`src/rtl/seq_divider_pkg.sv`:
```
// Shared widths and FSM encoding for the sequential restoring divider.
package seq_divider_pkg;
  localparam int DIV_WIDTH = 8;
  localparam int CNT_WIDTH = 3;

  typedef enum logic [1:0] {
    ST_IDLE = 2'd0,
    ST_CALC = 2'd1,
    ST_DONE = 2'd2
  } state_e;
endpackage

```
`src/rtl/div_sub_stage.sv`:
```
// Ripple trial subtractor: diff = r + ~d + 1 built from full-adder cells.
module div_sub_stage
  import seq_divider_pkg::*;
#(
  parameter int W = DIV_WIDTH + 1
) (
  input  logic [W-1:0] r,
  input  logic [W-1:0] d,
  output logic [W-1:0] diff,
  output logic         no_borrow
);
  logic [W:0]   carry;
  logic [W-1:0] d_inv;

  assign d_inv    = ~d;
  assign carry[0] = 1'b1;

  for (genvar i = 0; i < W; i++) begin : g_fa
    assign diff[i]    = r[i] ^ d_inv[i] ^ carry[i];
    assign carry[i+1] = (r[i] & d_inv[i]) | (carry[i] & (r[i] ^ d_inv[i]));
  end

  // Carry out of the top cell set means r >= d.
  assign no_borrow = carry[W];
endmodule

```
`src/rtl/seq_divider.sv`:
```
// 8-bit unsigned restoring divider, one quotient bit per clock, start/done handshake.
// Optional SEQ_DIVIDER_ZERO_CHECK_EN: zero divisor short-circuits to DONE and flags div_by_zero.
module seq_divider
  import seq_divider_pkg::*;
#(
  parameter int WIDTH = DIV_WIDTH
) (
  input  logic             clk,
  input  logic             rst_n,
  input  logic             start,
  input  logic [WIDTH-1:0] dividend,
  input  logic [WIDTH-1:0] divisor,
  output logic             ready,
  output logic             busy,
  output logic             done,
  output logic [WIDTH-1:0] quotient,
  output logic [WIDTH-1:0] remainder,
  output logic             div_by_zero,
  output logic [1:0]       fsm_state
);
  // Handshake: start is honoured only at a rising edge where ready=1; a start
  // while busy is dropped. done is a one-cycle pulse and the results then hold
  // until the next accepted start.
  state_e               state;
  logic [WIDTH-1:0]     r_q;
  logic [WIDTH-1:0]     q_q;
  logic [WIDTH-1:0]     d_q;
  logic [CNT_WIDTH-1:0] cnt;

  logic [WIDTH:0]   r_shift;
  logic [WIDTH:0]   r_diff;
  logic             no_borrow;
  logic [WIDTH-1:0] r_next;
  logic [WIDTH-1:0] q_next;
  logic             zero_fast;
  logic             accept;
  logic             unused_diff_msb;

  assign r_shift = {1'b0, r_q, q_q[WIDTH-1]};

  div_sub_stage #(.W(WIDTH + 1)) u_sub (
    .r         (r_shift),
    .d         ({1'b0, d_q}),
    .diff      (r_diff),
    .no_borrow (no_borrow)
  );

  // A restored or accepted partial remainder is always below D, so bit WIDTH is zero.
  assign r_next          = no_borrow ? r_diff[WIDTH-1:0] : r_shift[WIDTH-1:0];
  assign q_next          = {q_q[WIDTH-2:0], no_borrow};
  assign unused_diff_msb = r_diff[WIDTH];

  assign ready     = (state == ST_IDLE) || (state == ST_DONE);
  assign busy      = (state == ST_CALC);
  assign done      = (state == ST_DONE);
  assign fsm_state = state;
  assign accept    = ready && start;

`ifdef SEQ_DIVIDER_ZERO_CHECK_EN
  assign zero_fast = (divisor == '0);

  always_ff @(posedge clk) begin
    if (!rst_n) begin
      div_by_zero <= 1'b0;
    end else if (accept) begin
      div_by_zero <= (divisor == '0);
    end
  end
`else
  assign zero_fast   = 1'b0;
  assign div_by_zero = 1'b0;
`endif

  always_ff @(posedge clk) begin
    if (!rst_n) begin
      state     <= ST_IDLE;
      r_q       <= '0;
      q_q       <= '0;
      d_q       <= '0;
      cnt       <= '0;
      quotient  <= '0;
      remainder <= '0;
    end else begin
      case (state)
        ST_IDLE, ST_DONE: begin
          if (start) begin
            d_q <= divisor;
            r_q <= '0;
            q_q <= dividend;
            cnt <= '0;
            if (zero_fast) begin
              state     <= ST_DONE;
              quotient  <= '1;
              remainder <= dividend;
            end else begin
              state <= ST_CALC;
            end
          end else begin
            state <= ST_IDLE;
          end
        end
        ST_CALC: begin
          r_q <= r_next;
          q_q <= q_next;
          cnt <= cnt + 1'b1;
          if (cnt == CNT_WIDTH'(WIDTH - 1)) begin
            state     <= ST_DONE;
            quotient  <= q_next;
            remainder <= r_next;
          end
        end
        default: state <= ST_IDLE;
      endcase
    end
  end
endmodule
```
`config.mk`:
```
export PLATFORM = sky130hd
export DESIGN_NAME = seq_divider
export DESIGN_NICKNAME = d
export VERILOG_FILES = /design/src/rtl/seq_divider_pkg.sv /design/src/rtl/div_sub_stage.sv /design/src/rtl/seq_divider.sv
export SDC_FILE = /design/constraint.sdc
export NUM_CORES = 1
export LEC_CHECK = 0
export CAP_MARGIN = 20
export CORE_UTILIZATION = 45
export DETAILED_ROUTE_END_ITERATION = 6
export PLACE_DENSITY = 0.74
export SETUP_SLACK_MARGIN = 0.3
export SYNTH_ARGS = -nofsm -noshare
export SYNTH_HDL_FRONTEND = slang
export SYNTH_SLANG_ARGS = --single-unit
```
`constraint.sdc`:
```
create_clock -name clk -period 3.8 [get_ports clk]
set_clock_uncertainty 0.15 [all_clocks]
set_input_delay 0.76 -clock clk [delete_from_list [all_inputs] [get_ports clk]]
set_output_delay 0.76 -clock clk [all_outputs]
set_load 0.02 [all_outputs]
```
==> results.md, run 1 <==
* Post-Synth XOR/XNOR Area at 0%
* Crit start category: flip-flop
* Pre-CTS setup slack at -32.5 ps
* DR pass1 iterations at 4
* Compound-cell area share of the yosys netlist at 19.7%
* Iter 0 DRT Violations at 87
* GRT busiest layer: met2
* H-tree depth at 2
* Layout Cells excl Fill at 316
* Routed Antenna Nets at 0
* Hold_sp: quotient[1]$_SDFFE_PN0P_
* Initial Util at 48.3%
* Gpl congestion at 0.782
* Setup violators final at 0
* Total CTS buffers at 5
* CP Max Fanout at 6
* Largest family of logic cells by synthesized area: compound AO/OA/AOI/OAI gates
* Synth unique cells at 35
* Area of the core at 4120 µm²
* Number of vias in the routed layout at 1649
* Detailed-route wire length per cell at 13.8 µm
* Synthesized Nets at 252
* WS Path Type: flip-flop to flip-flop
* Max Root-Sink Buffers at 2
* Routing usage on met2 at 33.8%
* Largest net degree at the start of global routing at 30
* Worst Hold Slack at 309 ps
* Synthesized area at 1990 µm²
* Fillers at 341
* Crit path max-delay cell type: fa_2
* Die area at 4680 µm²
* Antenna diode count at 0
* Post-route minimum period at 3750 ps
* Max-slew violations at 0
* Wirelength, routed at 4360 µm
* First-pass GRT wire length at 7270 µm
* RSZ-0062 raised after global routing: yes
* Crit path buf inv count at 4
* Fraction of layout cells with a size suffix above 1 at 18.0%
* LEAKAGE at 0.998 nW
* Cells after Synth at 223
* Slowest cell delay on critical path at 370 ps
* Worst setup EP type: flip-flop
* Synth Area in Simple Gates at 16.8%
* Nets at 294
* Fin area at 2720 µm²
* Power Total at 1.22 mW
* Final number of hold-violating endpoints at 0
* Worst-path clk slew at 90 ps
* Post-synthesis mux area share at 3.02%
* Max frequency at 0.267 GHz
* # rows at 23
* Setup WS post-layout at 50.4 ps
* Worst-skew pair later-pin latency at 300 ps
* Syn avg cell area at 8.90 µm²
* CP Data Required Time at 3870 ps
* Worst r2r src: q_q[7]$_SDFFE_PN0P_
* Die X at 68.4 µm
* Most frequent cells in the layout: nand2_1 (49), dfxtp_1 (43), clkdlybuf4s50_1 (39), a21boi_1 (10), inv_1 (9)
* TritonCTS Sinks at 45
* Via density at 5.22
* PD cells at 447 nW/µm²
* Overflow after GRT at 0
* Area grow syn2layout at 37.2%
* Rel. slew slack at 41.6%
* Residual DRC at 0
* VDD IR-drop max at 0.255 mV
* Hold-fix buffers at CTS at 0
* Commonest non-fill, non-tap cell in the layout: nand2_1
* Worst hold path class: flip-flop to flip-flop
* Outcome: complete, no violations
* Buffers on Ports at 39
* Synth warn at 0
* Vias in the first global route at 1553
* Area post-placement at 2450 µm²
* # IOs at 41
* Inst Count DP at 304
* Least-Margin Pin Slew at 876 ps
* Crit path DAT at 3820 ps
* Share of the clock period used by the worst path at 98.7%
* Most used cell, CP: fa_2
* Initial antenna violation count at 0
* Die Ht at 68.4 µm
* TritonCTS clock tree: done
* Yosys reg bits at 45
* Post-Synth Adder-Cell Area at 8.95%
* CP Cell Sequence: inv_2 -> ha_4 -> inv_2 -> fa_2 -> fa_2 -> fa_2 -> fa_2 -> fa_2 -> fa_2 -> inv_2 -> fa_2 -> nand2b_4 -> buf_4 -> and2_4 -> o31ai_2
* Seq/Total Area, Yosys at 45.4%
* Global routing usage on met3 at 5.00%
* CP top delay family: adder cells
* Clock Tree Root: clkbuf_8
* Max-cap violations at 0
* Met1 Track Usage GR at 27.9%
* Critical path origin: q_q[7]$_SDFFE_PN0P_
* Detailed-placement wirelength estimate at 2880 µm
* All-Layer GR Usage at 21.2%
## metal layers
metal / up-vias / wire length, µm
li1: 832 / -
met1: 780 / 2000
met2: 32 / 2180
met3: 5 / 131
met4: 0 / 55
met5: - / 0
## metrics by stage
stage	setup TNS (ps)	util [%]
3_5_place_dp	-66.8	59.6
5_1_grt	-694	66.2
2_1_floorplan	0	-
3_3_place_gp	0	59.6
4_1_cts	0	63.2
6_report	0	66.2
## cells in the mapped netlist
| cell type | count | area [µm²] |
|---|---|---|
| o31ai_1 | 3 | 22.5 |
| inv_2 | 1 | 3.75 |
| a31oi_1 | 7 | 43.8 |
| o211ai_1 | 1 | 7.51 |
| nand3_1 | 5 | 25.0 |
| and2_1 | 3 | 18.8 |
| buf_4 | 1 | 7.51 |
| and3_1 | 2 | 12.5 |
| and3b_1 | 1 | 8.76 |
| o21ai_0 | 8 | 40.0 |
| clkbuf_2 | 1 | 5.00 |
| inv_1 | 12 | 45.0 |
| o21a_1 | 1 | 7.51 |
| dfxtp_1 | 45 | 901 |
| a21boi_0 | 8 | 60.1 |
| a21boi_1 | 10 | 75.1 |
| a21oi_1 | 7 | 35.0 |
| conb_1 | 1 | 3.75 |
| nand2b_1 | 2 | 12.5 |
| o2bb2ai_1 | 6 | 52.6 |
| buf_2 | 7 | 35.0 |
| nand2b_2 | 1 | 8.76 |
| nand3b_1 | 1 | 7.51 |
| o211a_1 | 1 | 10.0 |
| ha_1 | 3 | 37.5 |
| nor2b_1 | 3 | 18.8 |
| nor2_1 | 4 | 15.0 |
| clkbuf_1 | 6 | 22.5 |
| o21ai_1 | 6 | 30.0 |
| a22oi_1 | 1 | 7.51 |
| nand2_1 | 49 | 184 |
| fa_1 | 7 | 140 |
| nand4_1 | 2 | 12.5 |
| mux2i_1 | 6 | 60.1 |
| nand4b_1 | 1 | 8.76 |
## final cells by class
| cell class | count | area (µm²) | area share [%] |
|---|---|---|---|
| Multi-Input combinational cell | 150 | 1110 | 40.6 |
| Sequential cell | 45 | 903 | 33.2 |
| Timing Repair Buffer | 50 | 488 | 17.9 |
| Clock buffer | 5 | 68.8 | 2.53 |
| Tap cell | 50 | 62.6 | 2.30 |
| Inverter | 13 | 48.8 | 1.79 |
| Clock inverter | 3 | 46.3 | 1.70 |
## flip-flops by register name (all words and copies together), names as in the netlist
signal and cells:
cnt 3, r_q 8, remainder 8, quotient 8
fsm_state 2, q_q 8, d_q 8
## kinds of logic after synthesis
logic type | count (synthesis)
AOI/OAI and AO/OA | 59
other | 1
muxes | 6
buffers and inverters | 28
and+or+nand+nor | 74
adders and majority gates | 10
DFF | 45
## where the power goes
part	switching (mW)	leakage [nW]	internal [mW]	total, mW
logic	0.152	0.577	0.185	0.336
registers	0.0222	0.367	0.494	0.517
clock network	0.169	0.0543	0.197	0.365
## worst min-delay path, stage by stage, from the launching register on
cell and delay [ps]:
dfxtp_1 320, nand2_1 50, a21boi_1 50
## timing repair
action,4_1_cts,5_1_grt
cloned,0,0
gates resized for setup,8,18
endpoints found under the setup margin,18,18
pin swaps,3,3
buffers inserted,0,4
## path summary, 6_finish.rpt
path	end	depth (start not counted)	slack, ps
hold / removal	quotient[1]$_SDFFE_PN0P_	2	310
setup reg to reg	r_q[0]$_SDFFE_PN0P_	15	50
setup / recovery	r_q[0]$_SDFFE_PN0P_	15	50
hold reg to reg	quotient[1]$_SDFFE_PN0P_	2	310
No activity file was read; power rests on OpenSTA's default activity.
==> run 2: changes to the inputs <==
--- a/config.mk
+++ b/config.mk
@@ -7,8 +7,10 @@
 export LEC_CHECK = 0
 export CAP_MARGIN = 20
 export CORE_UTILIZATION = 45
+export CTS_CLUSTER_DIAMETER = 100
 export DETAILED_ROUTE_END_ITERATION = 6
 export PLACE_DENSITY = 0.74
+export REMOVE_ABC_BUFFERS = 1
 export SETUP_SLACK_MARGIN = 0.3
 export SYNTH_ARGS = -nofsm -noshare
 export SYNTH_HDL_FRONTEND = slang
==> run 2 against run 1 <==
Non-clock buffer count is 1 higher. Routed wire length is 7.2% higher. Sequential cell count unchanged. Via count is 1.1% higher. Worst setup slack better by 22 ps. Global-route usage is 0.11 points lower. Critical path depth stayed put. Sequential power is essentially flat. Fmax up 0.59%. Critical endpoint is now remainder[1]$_SDFFE_PN0P_.
==> results.md, run 2 (synthesis gave the netlist of run 1 again) <==
* Rel. slew slack at 40.5% (-1.1 points)
* H-tree depth at 2 (unchanged)
* Detailed-route wire length per cell at 14.7 µm (+6.8%)
* CP Max Fanout at 6 (unchanged)
* Outcome: complete, no violations
* CP Data Required Time at 3800 ps (-70 ps)
* Clock Tree Root: clkbuf_8
* RSZ-0062 raised after global routing: yes
* Final number of hold-violating endpoints at 0 (unchanged)
* Die X at 68.4 µm (unchanged)
* Worst setup EP type: flip-flop
* Area of the core at 4120 µm² (unchanged)
* # rows at 23 (unchanged)
* Total CTS buffers at 5 (unchanged)
* Antenna diode count at 0 (unchanged)
* Vias in the first global route at 1534 (-1.2%)
* Worst-path clk slew at 90 ps (about the same)
* Routed Antenna Nets at 0 (unchanged)
* Max Root-Sink Buffers at 2 (unchanged)
* TritonCTS clock tree: done
* Least-Margin Pin Slew at 893 ps (+16.9 ps)
* Commonest non-fill, non-tap cell in the layout: nand2_1
* Die Ht at 68.4 µm (unchanged)
* # IOs at 41 (unchanged)
* Detailed-placement wirelength estimate at 2900 µm (+0.87%)
* Buffers on Ports at 39 (unchanged)
* Via density at 5.26 (+0.77%)
* Wirelength, routed at 4680 µm (+7.2%)
* VDD IR-drop max at 0.205 mV (-20%)
* Hold-fix buffers at CTS at 0 (unchanged)
* Residual DRC at 0 (unchanged)
* Iter 0 DRT Violations at 55 (-37%)
* Post-route minimum period at 3730 ps (-21.9 ps)
* Gpl congestion at 0.811 (+3.6%)
* LEAKAGE at 1.00 nW (+0.53%)
* Fin util at 66.8% (+0.58 points)
* Crit path DAT at 3730 ps (-90 ps)
* Worst-skew pair later-pin latency at 290 ps (about the same)
* Nets at 295 (+0.34%)
* Initial antenna violation count at 0 (unchanged)
* Max frequency at 0.268 GHz (+0.59%)
* Share of the clock period used by the worst path at 98.1% (-0.58 points)
* Most frequent cells in the layout: nand2_1 (49), dfxtp_1 (43), clkdlybuf4s50_1 (39), a21boi_1 (10)
* DR pass1 iterations at 4 (unchanged)
* Crit start category: flip-flop
* Max-cap violations at 0 (unchanged)
* Initial Util at 48.3% (unchanged)
* PD cells at 430 nW/µm² (-3.9%)
* Area grow syn2layout at 38.4%
* Number of vias in the routed layout at 1667 (+1.1%)
* First-pass GRT wire length at 7200 µm (-0.85%)
* Setup violators final at 0 (unchanged)
* Overflow after GRT at 0 (unchanged)
* Die area at 4680 µm² (unchanged)
* Setup_tns at 0 ps (unchanged)
* Fraction of layout cells with a size suffix above 1 at 19.1% (+1.1 points)
* Worst hold path class: flip-flop to flip-flop
* Max-slew violations at 0 (unchanged)
* TritonCTS Sinks at 45 (unchanged)
* WS Path Type: flip-flop to flip-flop
* All-Layer GR Usage at 21.1% (-0.11 points)
* Largest net degree at the start of global routing at 25 (-17%)
==> run 2: changes by cell type in the layout (fill, tap and decap cells not counted), moves of 2 or more <==
cell,before,now
buf_4,7,9
buf_6,4,2
clkbuf_8,5,7
o2bb2ai_1,6,2
o2bb2ai_2,0,4
o31ai_1,1,3
o31ai_2,2,0
==> run 2: final cells by class <==
cell class                      count  area (µm²)
Fill cell                         343        1370
Multi-Input combinational cell    150        1130
Sequential cell                    45         903
Timing Repair Buffer               51         500
Clock buffer                        7        96.3
Tap cell                           50        62.6
Inverter                           13        48.8
Clock inverter                      1        5.00
==> run 2: metrics by stage <==
stage | cell area (µm²) | std cells | hold slack (ps) | total power, mW | worst slack [ps]
5_1_grt | 2750 | 317 | 328 | 1.23 | -21.8
2_1_floorplan | 1920 | 208 | 285 | 0.648 | -129
6_report | 2750 | 317 | 308 | 1.18 | 72.3
3_5_place_dp | 2430 | 305 | 297 | 0.731 | -183
3_3_place_gp | 2430 | 305 | 291 | 0.728 | -96.4
4_1_cts | 2630 | 315 | 309 | 1.10 | 108
==> run 2: where the power goes <==
group	leakage (nW)	internal (mW)	switching (mW)	total (mW)
Combinational	0.582	0.183	0.157	0.340
Clock	0.0542	0.165	0.160	0.325
Sequential	0.367	0.494	0.0226	0.517
Total	1.00	0.842	0.340	1.18
==> run 2: path summary, 6_finish.rpt <==
| check | from | end | slack, ps | depth (start not counted) |
|---|---|---|---|---|
| setup / recovery | q_q[7]$_SDFFE_PN0P_ | remainder[1]$_SDFFE_PN0P_ | 70 | 15 |
| hold / removal | quotient[5]$_SDFFE_PN0P_ | quotient[5]$_SDFFE_PN0P_ | 310 | 2 |
| setup reg to reg | q_q[7]$_SDFFE_PN0P_ | remainder[1]$_SDFFE_PN0P_ | 70 | 15 |
| hold reg to reg | quotient[5]$_SDFFE_PN0P_ | quotient[5]$_SDFFE_PN0P_ | 310 | 2 |
==> run 2: metal layers <==
metal	global-route usage [%]	routed length, µm
met5	0	0
met4	5.47	83
met3	5.00	199
met2	33.1	2240
met1	28.8	2160
==> run 2: what timing repair did <==
item | in CTS | in global routing
setup endpoints to repair | 18 | 18
pin swaps | 7 | 9
endpoints found under the hold margin | 0 | 0
setup buffers | 2 | 2
gates resized for setup | 24 | 19
==> run 2: critical path: stages, from the launching register on <==
cell and delay [ps]:
dfxtp_2 330, inv_2 60, ha_4 130, inv_2 40
fa_2 340, fa_2 350, fa_2 350, fa_2 350
fa_2 340, fa_2 340, inv_2 60, fa_2 220
nand2b_4 80, buf_12 160, mux2i_4 180, a21oi_1 80
